===== src/rtl/shell_pkg.sv =====
// Shared shell definitions: arbiter state encoding, default requester count
// and the ASCII codes the byte producers emit.
package shell_pkg;

    localparam int DEFAULT_NUM_REQ = 3;

    localparam logic [7:0] ASCII_CR = 8'h0D;
    localparam logic [7:0] ASCII_LF = 8'h0A;
    localparam logic [7:0] ASCII_GT = 8'h3E;

    typedef enum logic [1:0] {
        ST_IDLE = 2'd0,
        ST_SEND = 2'd1,
        ST_WAIT = 2'd2
    } arb_state_t;

endpackage


===== src/rtl/shell_tx_arbiter_rr_pick.sv =====
// rr_pick: combinational round-robin selector. Returns the first set request
// searching upward (cyclically) from ptr+1, as a one-hot vector plus valid.
module rr_pick
    import shell_pkg::*;
#(
    parameter int N = DEFAULT_NUM_REQ
) (
    input  logic [N-1:0]         req,
    input  logic [$clog2(N)-1:0] ptr,
    output logic [N-1:0]         grant,
    output logic                 valid
);

    localparam int IW = $clog2(N);

    int idx;

    // The previous winner (ptr) is visited last, which makes it lowest priority.
    always_comb begin
        grant = '0;
        valid = 1'b0;
        idx   = 0;
        for (int i = 1; i <= N; i++) begin
            idx = (int'(ptr) + i) % N;
            if (!valid && req[idx[IW-1:0]]) begin
                grant[idx[IW-1:0]] = 1'b1;
                valid              = 1'b1;
            end
        end
    end

endmodule


===== src/rtl/shell_tx_arbiter.sv =====
// shell_tx_arbiter: round-robin, message-locked arbiter in front of UART_TX.
// Optional stall watchdog enabled by defining SHELL_TX_ARB_TIMEOUT_EN.
module shell_tx_arbiter
    import shell_pkg::*;
#(
    parameter int NUM_REQ      = DEFAULT_NUM_REQ,
    parameter int TIMEOUT_CLKS = 4096
) (
    input  logic                 CLK,
    input  logic                 RST,
    input  logic [NUM_REQ-1:0]   i_Req,
    input  logic [8*NUM_REQ-1:0] i_Byte,
    input  logic [NUM_REQ-1:0]   i_Last,
    output logic [NUM_REQ-1:0]   o_Ack,
    output logic [NUM_REQ-1:0]   o_Grant,
    output logic                 o_TX_DV,
    output logic [7:0]           o_TX_Byte,
    input  logic                 i_TX_Active,
    input  logic                 i_TX_Done,
    output logic                 o_Timeout
);

    localparam int PW = $clog2(NUM_REQ);

    if (NUM_REQ < 2 || NUM_REQ > 8 || TIMEOUT_CLKS < 1) begin : g_bad_cfg
        $error("shell_tx_arbiter: NUM_REQ must be 2..8 and TIMEOUT_CLKS positive");
    end

    arb_state_t         state;
    arb_state_t         state_n;
    logic [PW-1:0]      r_Ptr;
    logic [PW-1:0]      ptr_n;
    logic               r_Last;
    logic               last_n;
    logic [NUM_REQ-1:0] grant_n;
    logic [NUM_REQ-1:0] ack_n;
    logic               dv_n;
    logic [7:0]         byte_n;

    logic [NUM_REQ-1:0] pick_grant;
    logic               pick_valid;

    logic [PW-1:0]      owner_idx;
    logic               owner_req;
    logic               owner_last;
    logic [7:0]         owner_byte;

`ifdef SHELL_TX_ARB_TIMEOUT_EN
    localparam int CNT_W = $clog2(TIMEOUT_CLKS + 1);

    logic [CNT_W-1:0]   stall_cnt;
    logic [CNT_W-1:0]   stall_n;
    logic               timeout_n;
`endif

    rr_pick #(
        .N (NUM_REQ)
    ) u_pick (
        .req   (i_Req),
        .ptr   (r_Ptr),
        .grant (pick_grant),
        .valid (pick_valid)
    );

    // The one-hot grant selects the owner's request, last flag and byte.
    always_comb begin
        owner_idx  = '0;
        owner_req  = 1'b0;
        owner_last = 1'b0;
        owner_byte = 8'h00;
        for (int k = 0; k < NUM_REQ; k++) begin
            if (o_Grant[k]) begin
                owner_idx  = k[PW-1:0];
                owner_req  = i_Req[k];
                owner_last = i_Last[k];
                owner_byte = i_Byte[8*k +: 8];
            end
        end
    end

    always_comb begin
        state_n = state;
        ptr_n   = r_Ptr;
        last_n  = r_Last;
        grant_n = o_Grant;
        ack_n   = '0;
        dv_n    = 1'b0;
        byte_n  = o_TX_Byte;
`ifdef SHELL_TX_ARB_TIMEOUT_EN
        stall_n   = '0;
        timeout_n = 1'b0;
`endif
        case (state)
            ST_IDLE: begin
                if (pick_valid) begin
                    grant_n = pick_grant;
                    state_n = ST_SEND;
                end else begin
                    grant_n = '0;
                end
            end
            ST_SEND: begin
                if (owner_req && !i_TX_Active) begin
                    dv_n    = 1'b1;
                    ack_n   = o_Grant;
                    byte_n  = owner_byte;
                    last_n  = owner_last;
                    state_n = ST_WAIT;
                end
`ifdef SHELL_TX_ARB_TIMEOUT_EN
                else if (!owner_req) begin
                    // A producer that vanished mid-message must not lock the UART forever.
                    if (stall_cnt == CNT_W'(TIMEOUT_CLKS - 1)) begin
                        timeout_n = 1'b1;
                        ptr_n     = owner_idx;
                        grant_n   = '0;
                        state_n   = ST_IDLE;
                    end else begin
                        stall_n = stall_cnt + 1'b1;
                    end
                end else begin
                    stall_n = stall_cnt;
                end
`endif
            end
            ST_WAIT: begin
                if (i_TX_Done) begin
                    if (r_Last) begin
                        ptr_n   = owner_idx;
                        grant_n = '0;
                        state_n = ST_IDLE;
                    end else begin
                        state_n = ST_SEND;
                    end
                end
            end
            default: begin
                grant_n = '0;
                state_n = ST_IDLE;
            end
        endcase
    end

    // Reset pointer at the top index so requester 0 wins the first arbitration.
    always_ff @(posedge CLK or posedge RST) begin
        if (RST) begin
            state     <= ST_IDLE;
            r_Ptr     <= PW'(NUM_REQ - 1);
            r_Last    <= 1'b0;
            o_Grant   <= '0;
            o_Ack     <= '0;
            o_TX_DV   <= 1'b0;
            o_TX_Byte <= 8'h00;
        end else begin
            state     <= state_n;
            r_Ptr     <= ptr_n;
            r_Last    <= last_n;
            o_Grant   <= grant_n;
            o_Ack     <= ack_n;
            o_TX_DV   <= dv_n;
            o_TX_Byte <= byte_n;
        end
    end

`ifdef SHELL_TX_ARB_TIMEOUT_EN
    always_ff @(posedge CLK or posedge RST) begin
        if (RST) begin
            stall_cnt <= '0;
            o_Timeout <= 1'b0;
        end else begin
            stall_cnt <= stall_n;
            o_Timeout <= timeout_n;
        end
    end
`else
    assign o_Timeout = 1'b0;
`endif

endmodule


===== config.mk =====
export PLATFORM = sky130hd
export DESIGN_NAME = shell_tx_arbiter
export DESIGN_NICKNAME = d
export VERILOG_FILES = /design/src/rtl/shell_pkg.sv /design/src/rtl/shell_tx_arbiter_rr_pick.sv /design/src/rtl/shell_tx_arbiter.sv
export SDC_FILE = /design/constraint.sdc
export NUM_CORES = 1
export LEC_CHECK = 0
export BUFFER_PORTS_ARGS = -buffer_cell sky130_fd_sc_hd__clkbuf_2
export CORE_AREA = 2 2 68 70
export CTS_CLUSTER_DIAMETER = 200
export DETAILED_ROUTE_END_ITERATION = 7
export DIE_AREA = 0 0 70 72
export PLACE_DENSITY = 0.62
export REMOVE_ABC_BUFFERS = 1
export SETUP_SLACK_MARGIN = 0.3
export SLEW_MARGIN = 10
export SYNTH_ARGS = -nofsm -noshare
export SYNTH_HDL_FRONTEND = slang
export SYNTH_HIERARCHICAL = 1
export SYNTH_SLANG_ARGS = --single-unit

===== constraint.sdc =====
create_clock -name CLK -period 3.6 [get_ports CLK]
set_clock_uncertainty 0.2 [all_clocks]
set_input_delay 0.36 -clock CLK [delete_from_list [all_inputs] [get_ports CLK]]
set_output_delay 0.36 -clock CLK [all_outputs]
set_load 0.03 [all_outputs]

==> results of run 1 <==
Yosys cell counts, types with 2 or more instances:
| library cell | number |
|---|---|
| sky130_fd_sc_hd__o21ai_0 | 14 |
| sky130_fd_sc_hd__a2bb2oi_1 | 2 |
| sky130_fd_sc_hd__mux2i_1 | 11 |
| sky130_fd_sc_hd__a22o_1 | 3 |
| sky130_fd_sc_hd__inv_1 | 18 |
| sky130_fd_sc_hd__dfrtp_1 | 19 |
| sky130_fd_sc_hd__nand3b_1 | 4 |
| sky130_fd_sc_hd__ha_1 | 4 |
| sky130_fd_sc_hd__o21ai_1 | 2 |
| sky130_fd_sc_hd__nand2b_1 | 3 |
| sky130_fd_sc_hd__buf_4 | 2 |
| sky130_fd_sc_hd__clkbuf_1 | 4 |
| sky130_fd_sc_hd__nor2b_1 | 4 |
| sky130_fd_sc_hd__a21oi_1 | 4 |
| sky130_fd_sc_hd__nand2_1 | 9 |
| sky130_fd_sc_hd__a221o_1 | 9 |
| sky130_fd_sc_hd__nor2_1 | 3 |
path summary, 6_finish.rpt:
kind                                       from                endpoint  depth (start not counted)
min in group CLK                    i_TX_Active      o_Ack[2]$_DFF_PP0_                          2
min reg2reg                r_Ptr[1]$_DFFE_PP1P_    r_Ptr[1]$_DFFE_PP1P_                          2
max                        r_Ptr[1]$_DFFE_PP1P_  o_Grant[2]$_DFFE_PP0P_                          8
max in group asynchronous                   RST    state[1]$_DFFE_PP0P_                          2
min                                         RST       o_TX_DV$_DFF_PP0_                          2
max reg2reg                r_Ptr[1]$_DFFE_PP1P_  o_Grant[2]$_DFFE_PP0P_                          8
flip-flops by register name (all words and copies together), names as in the netlist:
register,count
r_Ptr,2
o_Grant,3
state,2
r_Last,1
o_TX_DV,1
o_TX_Byte,8
o_Ack,3
kinds of logic after synthesis:
| logic type | after synthesis | synth area share |
|---|---|---|
| AO/OA/AOI/OAI | 44 | 0.258 |
| adder cells (fa/ha/maj) | 4 | 0.0397 |
| buffers and inverters | 26 | 0.0903 |
| flip-flops | 20 | 0.398 |
| multiplexers | 12 | 0.0962 |
| other | 1 | 0.00297 |
| AND/OR/NAND/NOR | 27 | 0.115 |
power by group:
part / internal, mW / total [mW] / switching (mW)
Sequential: 0.307 / 0.386 / 0.0794
Combinational: 0.242 / 0.602 / 0.360
Clock: 0.0788 / 0.153 / 0.0747
Total: 0.627 / 1.14 / 0.515
critical path: cells and delay by family, from the launching register on:
family,cells,cell delay [ns]
flops,1,0.56
simple gates,3,0.36
compound gates,3,0.69
fa+ha+maj,1,0.27
buf+inv,1,0.06
per-layer routing:
metal / global-route usage / wire (um)
met2: 0.205 / 1380
met4: 0.0321 / 34
met5: 0 / 0
met3: 0.0194 / 140
met1: 0.178 / 1450
final cells by class:
type	count	area, um2	area share
repair buffers	48	240	0.153
clock buffers	4	45.0	0.0288
inverters	18	67.6	0.0432
flip-flops and latches	20	502	0.321
multi-input cells	88	646	0.412
well taps	52	65.1	0.0416
==> out/results.ini, run 1 <==
[timing]
slew_violations=0
setup_viol_count_final=0
achievable-frequency_mhz=443
min_period_over_period=0.626
worst-slew-pin-transition_ns=0.743
total_neg_setup_slack_ns=0
final_number_of_hold_violating_endpoints=1
period_needed_ns=2.25
grt_setup_unrepaired=false
holdWs_ns=-0.000242
slew-limit-headroom=0.504
worst_slack_ns=1.35

[critical_path]
timing.critical_path.mode_cell=sky130_fd_sc_hd__nor2b_1
cp_data_required_time_ns=3.55
setup.worst_path.start_class=register
slowest_delay_ns=0.56
critPathArrivalTime_ns=2.20
r2r_setup_slack_ns=1.35
critical_path.cell_chain=inv_1 > ha_1 > a221o_1 > o21ai_1 > nand2_1 > nor2b_1 > nor2b_1 > a22o_1
critical_path.max_fanout=7
timing.setup.critical_path_class=reg2reg
critPathSlowestCell=sky130_fd_sc_hd__dfstp_2
critical_path.endpoint_type=register

[synthesis]
yosysTopAreaCell=sky130_fd_sc_hd__dfrtp_1
post_synth_inst_count=134
syn_area_per_cell_um2=9.41
synth.distinct_cells=36
ys_dominant_reg_cell=sky130_fd_sc_hd__dfrtp_1
synth_top_cells_by_area=sky130_fd_sc_hd__dfrtp_1, sky130_fd_sc_hd__mux2i_1, sky130_fd_sc_hd__a221o_1
netlist_area_um2=1260
synth-seq-area-share=0.398
synth.ff_latch_count=20
synth_warnings=6
async_flop_share=1.00
post-synth-top-area-fraction=0.377
number_of_flops_mapped_to_enable_cells_by_yosys=0

[drt]
routed_via_density=4.93
first_drt_pass_iteration_count=4
antenna_left=0
wl_um=3000
first_drt_iteration_drcs=50
route.vias.total=1133
wl_per_cell_um=13.1
route.detailed.drc=0

[pwr]
power_density_nw_per_um2=729
design_power_total_mw=1.14
power.static_leakage_nw=0.816
irDropWorstVdd_uv=260

[final_layout]
count_of_filler_cells_inserted_in_the_layout=453
post_route_cells_drive_above_1_share=0.320
layout_commonest_cell=sky130_fd_sc_hd__clkbuf_2
final_core_utilization=0.367
antenna_cells_inserted=0
most-common-layout-cells=sky130_fd_sc_hd__clkbuf_2, sky130_fd_sc_hd__dfrtp_1, sky130_fd_sc_hd__inv_1, sky130_fd_sc_hd__o21ai_0, sky130_fd_sc_hd__mux2i_1
area_delta_synth_final_pct=24.1
finish.net_count=217
final_cell_area_um2=1570
finalNonFillerCells=230

[status]
outcome=finished with violations
violations_in_the_final_reports=negative hold slack

[global_route]
grt_pass1_vias=1081
grt_start_max_net_pins=21
grt_use_total=0.126
grt_first_pass_wirelength_um=5210
globalRoute.totalOverflow=0
initial_antenna_violation_count=0

[placed_design]
numPlacedInstances=226
port_buffers=48
place_congestion=0.783
pre_cts_ws_ns=1.36
place_hpwl_um=2260
place_area_um2=1520

[die]
coreArea_um2=4260
boundary_pin_count=50
die_area_um2=5040
rows=24
vertical_die_dimension_um=72
dieWidth_um=70
start_util=0.296

[clocking]
cts_made_buffers=3
tritoncts=done
clock_tree.buffer_depth=2
path_clk_slew_ns=0.08
postCtsResizedCells=0
clock_tree.htree_level_count=1
postCtsSetupRepairBufs=0
root_buffer=sky130_fd_sc_hd__clkbuf_8
num_clock_sinks=20
clkLatencyLatePin_ns=0.26
cts_hold_repair.buffers=0

[min_path]
holdCritPathClass=in2async

[job]
max_cap_viol_count=0

(Power assumes the default switching activity.)
==> inputs of run 2 (changes only) <==
--- a/config.mk
+++ b/config.mk
@@ -10,7 +10,7 @@
 export CTS_CLUSTER_DIAMETER = 200
 export DETAILED_ROUTE_END_ITERATION = 7
 export DIE_AREA = 0 0 70 72
-export PLACE_DENSITY = 0.62
+export PLACE_DENSITY = 0.64
 export REMOVE_ABC_BUFFERS = 1
 export SETUP_SLACK_MARGIN = 0.3
 export SLEW_MARGIN = 10
==> constraint.sdc (replaced) <==
create_clock -name CLK -period 2 [get_ports CLK]
set_clock_uncertainty 0.2 [all_clocks]
set_input_delay 0.2 -clock CLK [delete_from_list [all_inputs] [get_ports CLK]]
set_output_delay 0.2 -clock CLK [all_outputs]
set_load 0.03 [all_outputs]
==> run 2 against run 1 <==
- routed wire length up 15%
- the flow finishes with violations (negative setup slack)
- maximum frequency up 7.3%
- clock-buffer cell count down 1
- cell count up 11%
- sequential cell count unchanged
- sequential share of layout area down 5.9 points
==> out/results.ini, run 2 (synthesis results as in run 1) <==
[final_layout]
count_of_filler_cells_inserted_in_the_layout=445
multi_input_comb_area_um2=761
antenna_cells_inserted=0
sequential_area_um2=505
final_cell_area_um2=1940
post_route_cells_drive_above_1_share=0.466
registers.top_by_ff_count=o_TX_Byte
area_delta_synth_final_pct=53.5
top_registers=o_TX_Byte x8, o_Ack x3, o_Grant x3
layout_commonest_cell=sky130_fd_sc_hd__clkbuf_2
largest_register_ffs=8
finish.net_count=243
most-common-layout-cells=sky130_fd_sc_hd__clkbuf_2, sky130_fd_sc_hd__buf_4, sky130_fd_sc_hd__inv_1, sky130_fd_sc_hd__dfrtp_1, sky130_fd_sc_hd__o21ai_0
final_core_utilization=0.454

[critical_path]
critPathArrivalTime_ns=2.05
critical_path.cell_chain=inv_2 > ha_4 > a221o_1 > o21ai_1 > nand2_1 > nor2b_4 > nor2b_4 > a22o_1
critical_path.max_fanout=4
setup.worst_path.start_class=register
critPathSlowestCell=sky130_fd_sc_hd__dfstp_2
cp_data_required_time_ns=1.95
timing.critical_path.mode_cell=sky130_fd_sc_hd__nor2b_4
critical_path.endpoint_type=register
slowest_delay_ns=0.57
timing.setup.critical_path_class=reg2reg

[timing]
final_number_of_hold_violating_endpoints=0
worst_slack_ns=-0.101
setup_viol_count_final=4
worst-slew-pin-transition_ns=0.771
period_needed_ns=2.10
achievable-frequency_mhz=476
slew-limit-headroom=0.485
grt_setup_unrepaired=true
min_period_over_period=1.05
slew_violations=0

[die]
coreArea_um2=4260
start_util=0.296
vertical_die_dimension_um=72
boundary_pin_count=50
rows=24
die_area_um2=5040
dieWidth_um=70

[job]
max_cap_viol_count=0

[clocking]
num_clock_sinks=20
clock_tree.buffer_depth=2
root_buffer=sky130_fd_sc_hd__clkbuf_8
tritoncts=done
clock_tree.htree_level_count=1
clkLatencyLatePin_ns=0.25
path_clk_slew_ns=0.08
cts_made_buffers=3

[global_route]
grt_start_max_net_pins=21
globalRoute.totalOverflow=0
grt_pass1_vias=1248
initial_antenna_violation_count=0
grt_first_pass_wirelength_um=5740
grt_use_total=0.140

[placed_design]
place_area_um2=1630
port_buffers=48
place_congestion=0.875
place_hpwl_um=2500

[drt]
wl_per_cell_um=13.5
first_drt_iteration_drcs=42
wl_um=3460
first_drt_pass_iteration_count=4
route.detailed.drc=0
antenna_left=0
route.vias.total=1258
routed_via_density=4.91

[pwr]
power.static_leakage_nw=0.990
irDropWorstVdd_uv=732
power_density_nw_per_um2=1360

[min_path]
holdCritPathClass=in2reg

[status]
violations_in_the_final_reports=negative setup slack
outcome=finished with violations

[run 2: stage by stage]
stage | cells | setup slack (ns) | hold WS (ns) | power (mW) | TNS, ns
floorplan | 126 | -0.0995 | -0.0369 | 1.49 | -0.298
finish | 256 | -0.101 | 0.0289 | 2.62 | -0.306
global route | 256 | -0.177 | 0.0541 | 2.80 | -0.619
detailed placement | 240 | -0.181 | 0.156 | 1.94 | -0.582
global placement | 240 | -0.130 | 0.141 | 1.92 | -0.409
CTS | 251 | -0.0812 | 0.0273 | 2.53 | -0.225
[run 2: worst max-delay path: cells and delay by family (launching register included)]
| family | cells | cell delay (ns) |
|---|---|---|
| flip-flops | 1 | 0.57 |
| adder cells (fa/ha/maj) | 1 | 0.17 |
| AND/OR/NAND/NOR | 3 | 0.34 |
| buffers and inverters | 1 | 0.06 |
| AO/OA/AOI/OAI | 3 | 0.64 |
[run 2: cell type report]
| class | instances | share of cell area |
|---|---|---|
| clock inverter | 1 | 0.0155 |
| multi-input combinational | 88 | 0.393 |
| clock buffer | 3 | 0.0213 |
| timing repair buffer | 74 | 0.240 |
| inverter | 18 | 0.0349 |
| sequential | 20 | 0.261 |
| tap | 52 | 0.0336 |
[run 2: timing repair]
item / CTS / global route
gates resized for setup: 24 / 11
hold endpoints to repair: 21 / 0
buffers inserted: 4 / 5
setup endpoints to repair: 14 / 15
pin swaps: 10 / 2
hold buffers: 3 / 0
[run 2: power breakdown]
| group | internal (mW) | switching [mW] | total (mW) |
|---|---|---|---|
| registers | 0.556 | 0.117 | 0.673 |
| clock network | 0.267 | 0.135 | 0.402 |
| logic | 0.723 | 0.827 | 1.55 |
[run 2: routing by layer]
| metal | wire (um) | global-route usage | up-vias |
|---|---|---|---|
| li1 | - | - | 616 |
| met1 | 1560 | 0.186 | 597 |
| met2 | 1670 | 0.241 | 41 |
| met3 | 191 | 0.0306 | 4 |
| met4 | 33 | 0.0192 | 0 |
| met5 | 0 | 0 | - |
[run 2: final timing paths]
path | startpoint | endpoint | slack (ns) | cells after the start
hold / removal | i_Last[2] | r_Last$_DFFE_PP0P_ | 0.03 | 3
setup / recovery | r_Ptr[1]$_DFFE_PP1P_ | o_Grant[0]$_DFFE_PP0P_ | -0.10 | 8
min in group asynchronous | RST | o_TX_Byte[5]$_DFFE_PP0P_ | 0.41 | 3
hold reg to reg | o_TX_Byte[0]$_DFFE_PP0P_ | o_TX_Byte[0]$_DFFE_PP0P_ | 0.32 | 2
setup reg to reg | r_Ptr[1]$_DFFE_PP1P_ | o_Grant[0]$_DFFE_PP0P_ | -0.10 | 8
max in group asynchronous | RST | r_Ptr[0]$_DFFE_PP0P_ | 0.66 | 3
==> inputs of run 3 (changes only) <==
--- a/config.mk
+++ b/config.mk
@@ -6,10 +6,10 @@
 export NUM_CORES = 1
 export LEC_CHECK = 0
 export BUFFER_PORTS_ARGS = -buffer_cell sky130_fd_sc_hd__clkbuf_2
-export CORE_AREA = 2 2 68 70
+export CORE_AREA = 2 2 76 63
 export CTS_CLUSTER_DIAMETER = 200
 export DETAILED_ROUTE_END_ITERATION = 7
-export DIE_AREA = 0 0 70 72
+export DIE_AREA = 0 0 78 65
 export PLACE_DENSITY = 0.64
 export REMOVE_ABC_BUFFERS = 1
 export SETUP_SLACK_MARGIN = 0.3
==> run 3 against run 2 <==
- routed wire length is 6.6% lower
- critical endpoint is now o_Grant[1]$_DFFE_PP0P_
- register-to-register slack gained 0.02 ns
- utilization shrank 4.0 points
- sequential power is 0.6% lower
- critical path type unchanged
- cell count unchanged
- largest power group unchanged
- worst setup slack improved by 0.021 ns
- hold slack worse by 0.0048 ns
- the flow still finishes with violations (negative setup slack)
==> out/results.ini, run 3 (synthesis results as in run 1) <==
[global_route]
grt_first_pass_wirelength_um=5080
globalRoute.totalOverflow=0
initial_antenna_violation_count=0
grt_pass1_vias=1071
grt_use_total=0.126
grt_start_max_net_pins=21

[critical_path]
cp_data_required_time_ns=1.95
critical_path.endpoint_type=register
timing.setup.critical_path_class=reg2reg
setup.worst_path.start_class=register
critical_path.max_fanout=5
critPathArrivalTime_ns=2.02

[timing]
grt_setup_unrepaired=true
slew_violations=0
holdWs_ns=0.0241
min_period_over_period=1.04
setup_viol_count_final=3
final_number_of_hold_violating_endpoints=0
period_needed_ns=2.08
total_neg_setup_slack_ns=-0.145
achievable-frequency_mhz=481
worst_slack_ns=-0.0798

[drt]
routed_via_density=4.67
route.detailed.drc=0
first_drt_iteration_drcs=39
antenna_left=0
wl_per_cell_um=12.6
route.vias.total=1195
wl_um=3230
first_drt_pass_iteration_count=4

[status]
outcome=finished with violations
violations_in_the_final_reports=negative setup slack

[final_layout]
finish.net_count=235
finalNonFillerCells=256
largest_register_ffs=8
top_registers=o_TX_Byte x8, o_Ack x3, o_Grant x3
sequential_area_um2=504
area_delta_synth_final_pct=44.6
layout_commonest_cell=sky130_fd_sc_hd__clkbuf_2
post_route_cells_drive_above_1_share=0.423
count_of_filler_cells_inserted_in_the_layout=445
most-common-layout-cells=sky130_fd_sc_hd__clkbuf_2, sky130_fd_sc_hd__dfrtp_1, sky130_fd_sc_hd__inv_1, sky130_fd_sc_hd__o21ai_0, sky130_fd_sc_hd__mux2i_1
antenna_cells_inserted=0
registers.top_by_ff_count=o_TX_Byte
multi_input_comb_area_um2=731
final_cell_area_um2=1820

[clocking]
clock_tree.buffer_depth=2
clkLatencyLatePin_ns=0.25
path_clk_slew_ns=0.07
root_buffer=sky130_fd_sc_hd__clkbuf_8
cts_made_buffers=3
num_clock_sinks=20
tritoncts=done
clock_tree.htree_level_count=1

[min_path]
holdCritPathClass=in2reg

[die]
coreArea_um2=4400
boundary_pin_count=50
vertical_die_dimension_um=65
die_area_um2=5070
start_util=0.286
rows=22
dieWidth_um=78

[pwr]
design_power_total_mw=2.34
power_density_nw_per_um2=1290
irDropWorstVdd_uv=618
power.static_leakage_nw=0.937

[placed_design]
place_area_um2=1610
numPlacedInstances=244
place_congestion=0.851
port_buffers=48
place_hpwl_um=2330

[job]
max_cap_viol_count=0

## run 3: final cells by class
type | instances | share of cell area
Tap cell | 60 | 0.0412
Sequential cell | 20 | 0.276
Clock buffer | 4 | 0.0247
Multi-Input combinational cell | 88 | 0.401
Inverter | 18 | 0.0370
Timing Repair Buffer | 66 | 0.220
## run 3: worst max-delay path: stages (launching register included)
cell	delay [ns]
sky130_fd_sc_hd__dfstp_2	0.58
sky130_fd_sc_hd__inv_2	0.07
sky130_fd_sc_hd__ha_4	0.16
sky130_fd_sc_hd__buf_4	0.15
sky130_fd_sc_hd__mux2i_1	0.15
sky130_fd_sc_hd__o21ai_4	0.19
sky130_fd_sc_hd__a21oi_1	0.06
sky130_fd_sc_hd__o21a_1	0.18
sky130_fd_sc_hd__a22o_1	0.23
## run 3: final timing paths
kind	start	endpoint	slack [ns]	depth (start not counted)
worst min register to register	o_TX_Byte[3]$_DFFE_PP0P_	o_TX_Byte[3]$_DFFE_PP0P_	0.33	2
max in group asynchronous	RST	r_Ptr[1]$_DFFE_PP1P_	1.04	4
worst min-delay path	i_Byte[16]	o_TX_Byte[0]$_DFFE_PP0P_	0.02	3
worst max-delay path	r_Ptr[1]$_DFFE_PP1P_	o_Grant[1]$_DFFE_PP0P_	-0.08	8
min in group asynchronous	RST	o_Ack[0]$_DFF_PP0_	0.29	4
worst max register to register	r_Ptr[1]$_DFFE_PP1P_	o_Grant[1]$_DFFE_PP0P_	-0.08	8
## run 3: stage by stage
| stage | setup WS, ns | utilization |
|---|---|---|
| 2_1_floorplan | -0.0995 | - |
| 3_3_place_gp | -0.112 | 0.364 |
| 3_5_place_dp | -0.140 | 0.364 |
| 4_1_cts | -0.0685 | 0.405 |
| 5_1_grt | -0.144 | 0.414 |
| 6_report | -0.0798 | 0.414 |
## run 3: where the power goes
part / internal (mW) / switching [mW]
registers: 0.555 / 0.114
clock network: 0.142 / 0.128
logic: 0.636 / 0.770
## run 3: repair_timing
action / 4_1_cts / 5_1_grt
hold buffers: 3 / 0
pin swaps: 8 / 3
resized for setup: 20 / 5
endpoints found under the hold margin: 21 / 0
cloned: 0 / 0
endpoints found under the setup margin: 13 / 15
setup buffers: 2 / 3
## run 3: routing by layer
layer	part of all wire	GRT usage	vias up
met5	0	0	-
met4	0	0.0110	0
met3	0.050	0.0404	0
met2	0.49	0.212	26
met1	0.46	0.166	572
li1	-	-	597
